<file path="src/rtl/apb_master.sv">
// apb_master: single-outstanding APB requester bridging a valid/ready command port onto APB
// Ports:
//   clk, resetn                     clock and asynchronous active-low reset
//   cmd_valid/cmd_ready             command handshake; cmd_write, cmd_addr, cmd_wdata describe it
//   rsp_valid                       one-cycle completion pulse
//   rsp_rdata/rsp_err/rsp_timeout   result of the last transfer, held until the next pulse
//   psel, penable, pwrite, addr, pwdata, pready, pslverr, prdata   APB requester side
// Define APB_MASTER_TIMEOUT_EN to abort an ACCESS phase after TIMEOUT_CYCLES wait states.
module apb_master #(
  parameter int TIMEOUT_CYCLES = 16
) (
  input  logic        clk,
  input  logic        resetn,
  input  logic        cmd_valid,
  output logic        cmd_ready,
  input  logic        cmd_write,
  input  logic [4:0]  cmd_addr,
  input  logic [31:0] cmd_wdata,
  output logic        rsp_valid,
  output logic [31:0] rsp_rdata,
  output logic        rsp_err,
  output logic        rsp_timeout,
  output logic        psel,
  output logic        penable,
  output logic        pwrite,
  output logic [4:0]  addr,
  output logic [31:0] pwdata,
  input  logic        pready,
  input  logic        pslverr,
  input  logic [31:0] prdata
);
  typedef enum logic [1:0] {IDLE, SETUP, ACCESS} state_e;
  state_e      state_q;
  logic        psel_q;
  logic        penable_q;
  logic        pwrite_q;
  logic        rsp_valid_q;
  logic        rsp_err_q;
  logic [4:0]  addr_q;
  logic [31:0] pwdata_q;
  logic [31:0] rsp_rdata_q;
  if (TIMEOUT_CYCLES < 1) begin : g_bad_timeout
    $error("apb_master: TIMEOUT_CYCLES must be at least 1");
  end
`ifdef APB_MASTER_TIMEOUT_EN
  localparam int WW = $clog2(TIMEOUT_CYCLES + 1);
  logic [WW-1:0] wait_q;
  logic [WW-1:0] wait_d;
  logic          rsp_timeout_q;
  assign wait_d      = wait_q + 1'b1;
  assign rsp_timeout = rsp_timeout_q;
`else
  assign rsp_timeout = 1'b0;
`endif
  assign cmd_ready = state_q == IDLE;
  assign psel      = psel_q;
  assign penable   = penable_q;
  assign pwrite    = pwrite_q;
  assign addr      = addr_q;
  assign pwdata    = pwdata_q;
  assign rsp_valid = rsp_valid_q;
  assign rsp_rdata = rsp_rdata_q;
  assign rsp_err   = rsp_err_q;
  always_ff @(posedge clk or negedge resetn) begin
    if (!resetn) begin
      state_q     <= IDLE;
      psel_q      <= 1'b0;
      penable_q   <= 1'b0;
      pwrite_q    <= 1'b0;
      addr_q      <= '0;
      pwdata_q    <= '0;
      rsp_valid_q <= 1'b0;
      rsp_rdata_q <= '0;
      rsp_err_q   <= 1'b0;
`ifdef APB_MASTER_TIMEOUT_EN
      wait_q        <= '0;
      rsp_timeout_q <= 1'b0;
`endif
    end else begin
      rsp_valid_q <= 1'b0;
      case (state_q)
        IDLE: if (cmd_valid) begin
          state_q  <= SETUP;
          psel_q   <= 1'b1;
          pwrite_q <= cmd_write;
          addr_q   <= cmd_addr;
          // reads keep the previous write data on the bus
          if (cmd_write) pwdata_q <= cmd_wdata;
        end
        SETUP: begin
          state_q   <= ACCESS;
          penable_q <= 1'b1;
`ifdef APB_MASTER_TIMEOUT_EN
          wait_q    <= '0;
`endif
        end
        ACCESS: if (pready) begin
          // a ready slave wins over a watchdog expiring on the same edge
          state_q     <= IDLE;
          psel_q      <= 1'b0;
          penable_q   <= 1'b0;
          rsp_valid_q <= 1'b1;
          rsp_err_q   <= pslverr;
          rsp_rdata_q <= pwrite_q ? '0 : prdata;
`ifdef APB_MASTER_TIMEOUT_EN
          rsp_timeout_q <= 1'b0;
`endif
        end
`ifdef APB_MASTER_TIMEOUT_EN
        else if (wait_d == WW'(TIMEOUT_CYCLES)) begin
          state_q       <= IDLE;
          psel_q        <= 1'b0;
          penable_q     <= 1'b0;
          rsp_valid_q   <= 1'b1;
          rsp_err_q     <= 1'b1;
          rsp_rdata_q   <= '0;
          rsp_timeout_q <= 1'b1;
        end else begin
          wait_q <= wait_d;
        end
`endif
        default: state_q <= IDLE;
      endcase
    end
  end
endmodule

</file>
<file path="config.mk">
export PLATFORM = sky130hd
export DESIGN_NAME = apb_master
export DESIGN_NICKNAME = d
export VERILOG_FILES = /design/src/rtl/apb_master.sv
export SDC_FILE = /design/constraint.sdc
export NUM_CORES = 1
export LEC_CHECK = 0
export CORE_MARGIN = 2
export CORE_UTILIZATION = 30
export CTS_CLUSTER_DIAMETER = 50
export DETAILED_ROUTE_END_ITERATION = 8
export HOLD_SLACK_MARGIN = 0.03
export SLEW_MARGIN = 20
export SYNTH_ARGS = -nofsm -noshare
export SYNTH_HDL_FRONTEND = slang
export SYNTH_SLANG_ARGS = --single-unit
</file>
<file path="constraint.sdc">
create_clock -name clk -period 1.55 [get_ports clk]
set_clock_uncertainty 0.05 [all_clocks]
set_input_delay 0.31 -clock clk [delete_from_list [all_inputs] [get_ports clk]]
set_output_delay 0.31 -clock clk [all_outputs]
set_load 0.005 [all_outputs]
</file>
==> results.yml <==
floorplan:
  die_h_microns: 107
  dieArea_sq_mm: 0.0114
  floorplan.initialDensity_pct: 30.8
  ios: 151
  die_x_microns: 107
  row_count: 37
  fp.coreArea_sq_mm: 0.0103
placement:
  port_buffers: 149
  gp_congestion: 0.699
  placedCellCount: 527
  dp_hpwl_microns: 5420
clocking:
  cts_tree: "yes"
  root_buffer: "clkbuf_8"
  cts_max_path_buffers: 2
  clkLatencyLatePin_ns: 0.34
  cts_num_sinks: 76
  numCtsBuffers: 9
  cts_max_level: 3
  path_clk_slew_ns: 0.08
sta:
  finalWorstSetupSlack_ns: -0.0383
  worst_hold_slack_ns: 0.427
  min_period_ns: 1.59
  finalMaxSlewViolations: 0
  setup_viol: 27
  hold_violations: 0
  grt_setup_unrepaired: "true"
  fin_crit_sh_pct: 102
  timing.fmax_mhz: 630
synthesis:
  synth_top_area_share_pct: 60.0
  synth_ff_type: "dfrtp_1"
  synth_cell_types: 20
  synth_top_area_cell: "dfrtp_1"
  synth_area_leaders: "dfrtp_1 (60%), mux2_4 (14%), nand2b_1 (6.3%)"
  syn_area_sq_mm: 0.00317
  yosysWarnings: 0
  ys_ff_latch: 76
  syn_nets: 319
  syn_area_per_cell_sq_um: 13.0
  synthArstFlopShare_pct: 100
  synthCells: 244
  post-synth-top-count-cell: "dfrtp_1"
  synth_edf_count: 0
  synth_common_cells: "dfrtp_1 (76), o21ai_0 (35), nand2_1 (33), nand2b_1 (32), mux2_4 (30)"
  yosysSeqAreaShare_pct: 60.0
global_routing:
  grt_max_degree: 77
  antenna_found_initial: 0
  grt_pass1_vias: 2525
  grt_remaining_overflow: 0
  grt_first_pass_wirelength_microns: 12500
  grt.total_usage_pct: 14.0
detailed_routing:
  routedWlPerCell_microns: 14.0
  dr.first_iter.drc_count: 85
  drc: 0
  via_per_inst: 4.27
  ant_nets: 0
  vias: 2416
  drt_first_pass_iters: 4
  wirelength_microns: 7900
finish:
  area_delta_synth_final_pct: 62.7
  fillCellCount: 991
  diodes: 0
  drive_gt1_share_pct: 22.1
  nets: 500
  final_cells: 566
pwr:
  p_per_area_mw_per_mm2: 1760
  peakVddDrop_uv: 745
  p_leak_nw: 2.46
  p_total_mw: 9.07
worst_hold_path:
  hp-class: "flip-flop to flip-flop"
worst_setup_path:
  critPathLaunchType: "flip-flop"
  arrival_ns: 1.77
  critical_path_class: "flip-flop to flip-flop"
  cp.required_ns: 1.74
  crit_fanout: 5
  crit_path_end_kind: "flip-flop"
flow_run:
  maxCapViolCount: 0
status:
  violations: "negative setup slack"
  status: "finished, violations left"
==> layout make-up <==
cell class	count	area (sq um)	share of cell area, %
sequential	76	1900	36.9
timing repair buffer	186	1750	33.9
multi-input combinational	148	1110	21.6
tap	136	170	3.30
clock buffer	9	124	2.40
clock inverter	7	82.6	1.60
inverter	4	15.0	0.291
==> cell usage in the layout, fill, tap and decap left out, drive strengths merged, types with 7 or more instances in the layout <==
cell type and n:
nand2b 32, dfrtp 76, clkdlybuf4s50 73, inv 7, buf 37, o21ai 35, clkbuf 10, nand2 33
mux2 39, dlygate4sd2 74
==> per-layer routing <==
metal	routed length, microns	GRT usage [%]	up-vias
li1	-	-	1169
met1	3330	16.7	1157
met2	3950	24.1	82
met3	549	4.13	8
met4	79	4.73	0
met5	0	0	-
==> per-stage QoR <==
stage	TNS, ns	instance area [sq um]	setup WS (ns)	utilization, %
2_1_floorplan	-4.75	3170	-0.155	-
3_3_place_gp	-11.52	4840	-0.326	47.1
3_5_place_dp	-11.95	4840	-0.354	47.1
4_1_cts	-0.562	5120	-0.0469	49.9
5_1_grt	-2.23	5150	-0.0932	50.1
6_report	-0.565	5150	-0.0383	50.1
==> path summary, 6_finish.rpt <==
| kind | slack, ns | cells past startpoint | from | endpoint |
|---|---|---|---|---|
| worst max-delay path | -0.04 | 5 | state_q[0] | pwdata[19] |
| worst min-delay path | 0.43 | 2 | rsp_rdata[21] | rsp_rdata[21] |
| worst max register to register | -0.04 | 5 | state_q[0] | pwdata[19] |
| worst min register to register | 0.43 | 2 | rsp_rdata[21] | rsp_rdata[21] |
| max in group asynchronous | 0.66 | 3 | resetn | rsp_rdata[6] |
| min in group asynchronous | 0.46 | 3 | resetn | pwdata[8] |
==> cell families after synthesis <==
logic type / Yosys count / share of synthesized area, %
other cells: 1 / 0.118
compound gates: 38 / 6.00
mux: 39 / 17.4
buf+inv: 20 / 4.82
flops: 76 / 60.0
simple gates: 70 / 11.6
==> where the power goes <==
part	internal, mW	switching (mW)	leakage [nW]
clock	0.769	0.818	0.0984
sequential	2.95	0.483	0.937
combinational	2.59	1.45	1.43
total	6.32	2.75	2.46
==> registers in the layout, indices dropped and copies added, names as in the netlist <==
| register | flops |
|---|---|
| addr | 5 |
| penable | 1 |
| psel | 1 |
| pwdata | 32 |
| pwrite | 1 |
| rsp_err | 1 |
| rsp_rdata | 32 |
| rsp_valid | 1 |
| state_q | 2 |
==> worst max-delay path: stages (launching register included) <==
cell and delay, ns:
dfrtp_1 0.40, buf_6 0.12, nor3b_4 0.19, and2_4 0.23, buf_4 0.16, mux2_2 0.33
==> repair_timing <==
action | CTS | global route
setup endpoints to repair | 75 | 32
hold endpoints to repair | 76 | 0
cloned | 0 | 1
resized for setup | 79 | 1
pin swaps | 1 | 1
buffers inserted | 21 | 0
hold buffers | 1 | 0
Power figures use the tool's default switching activity.
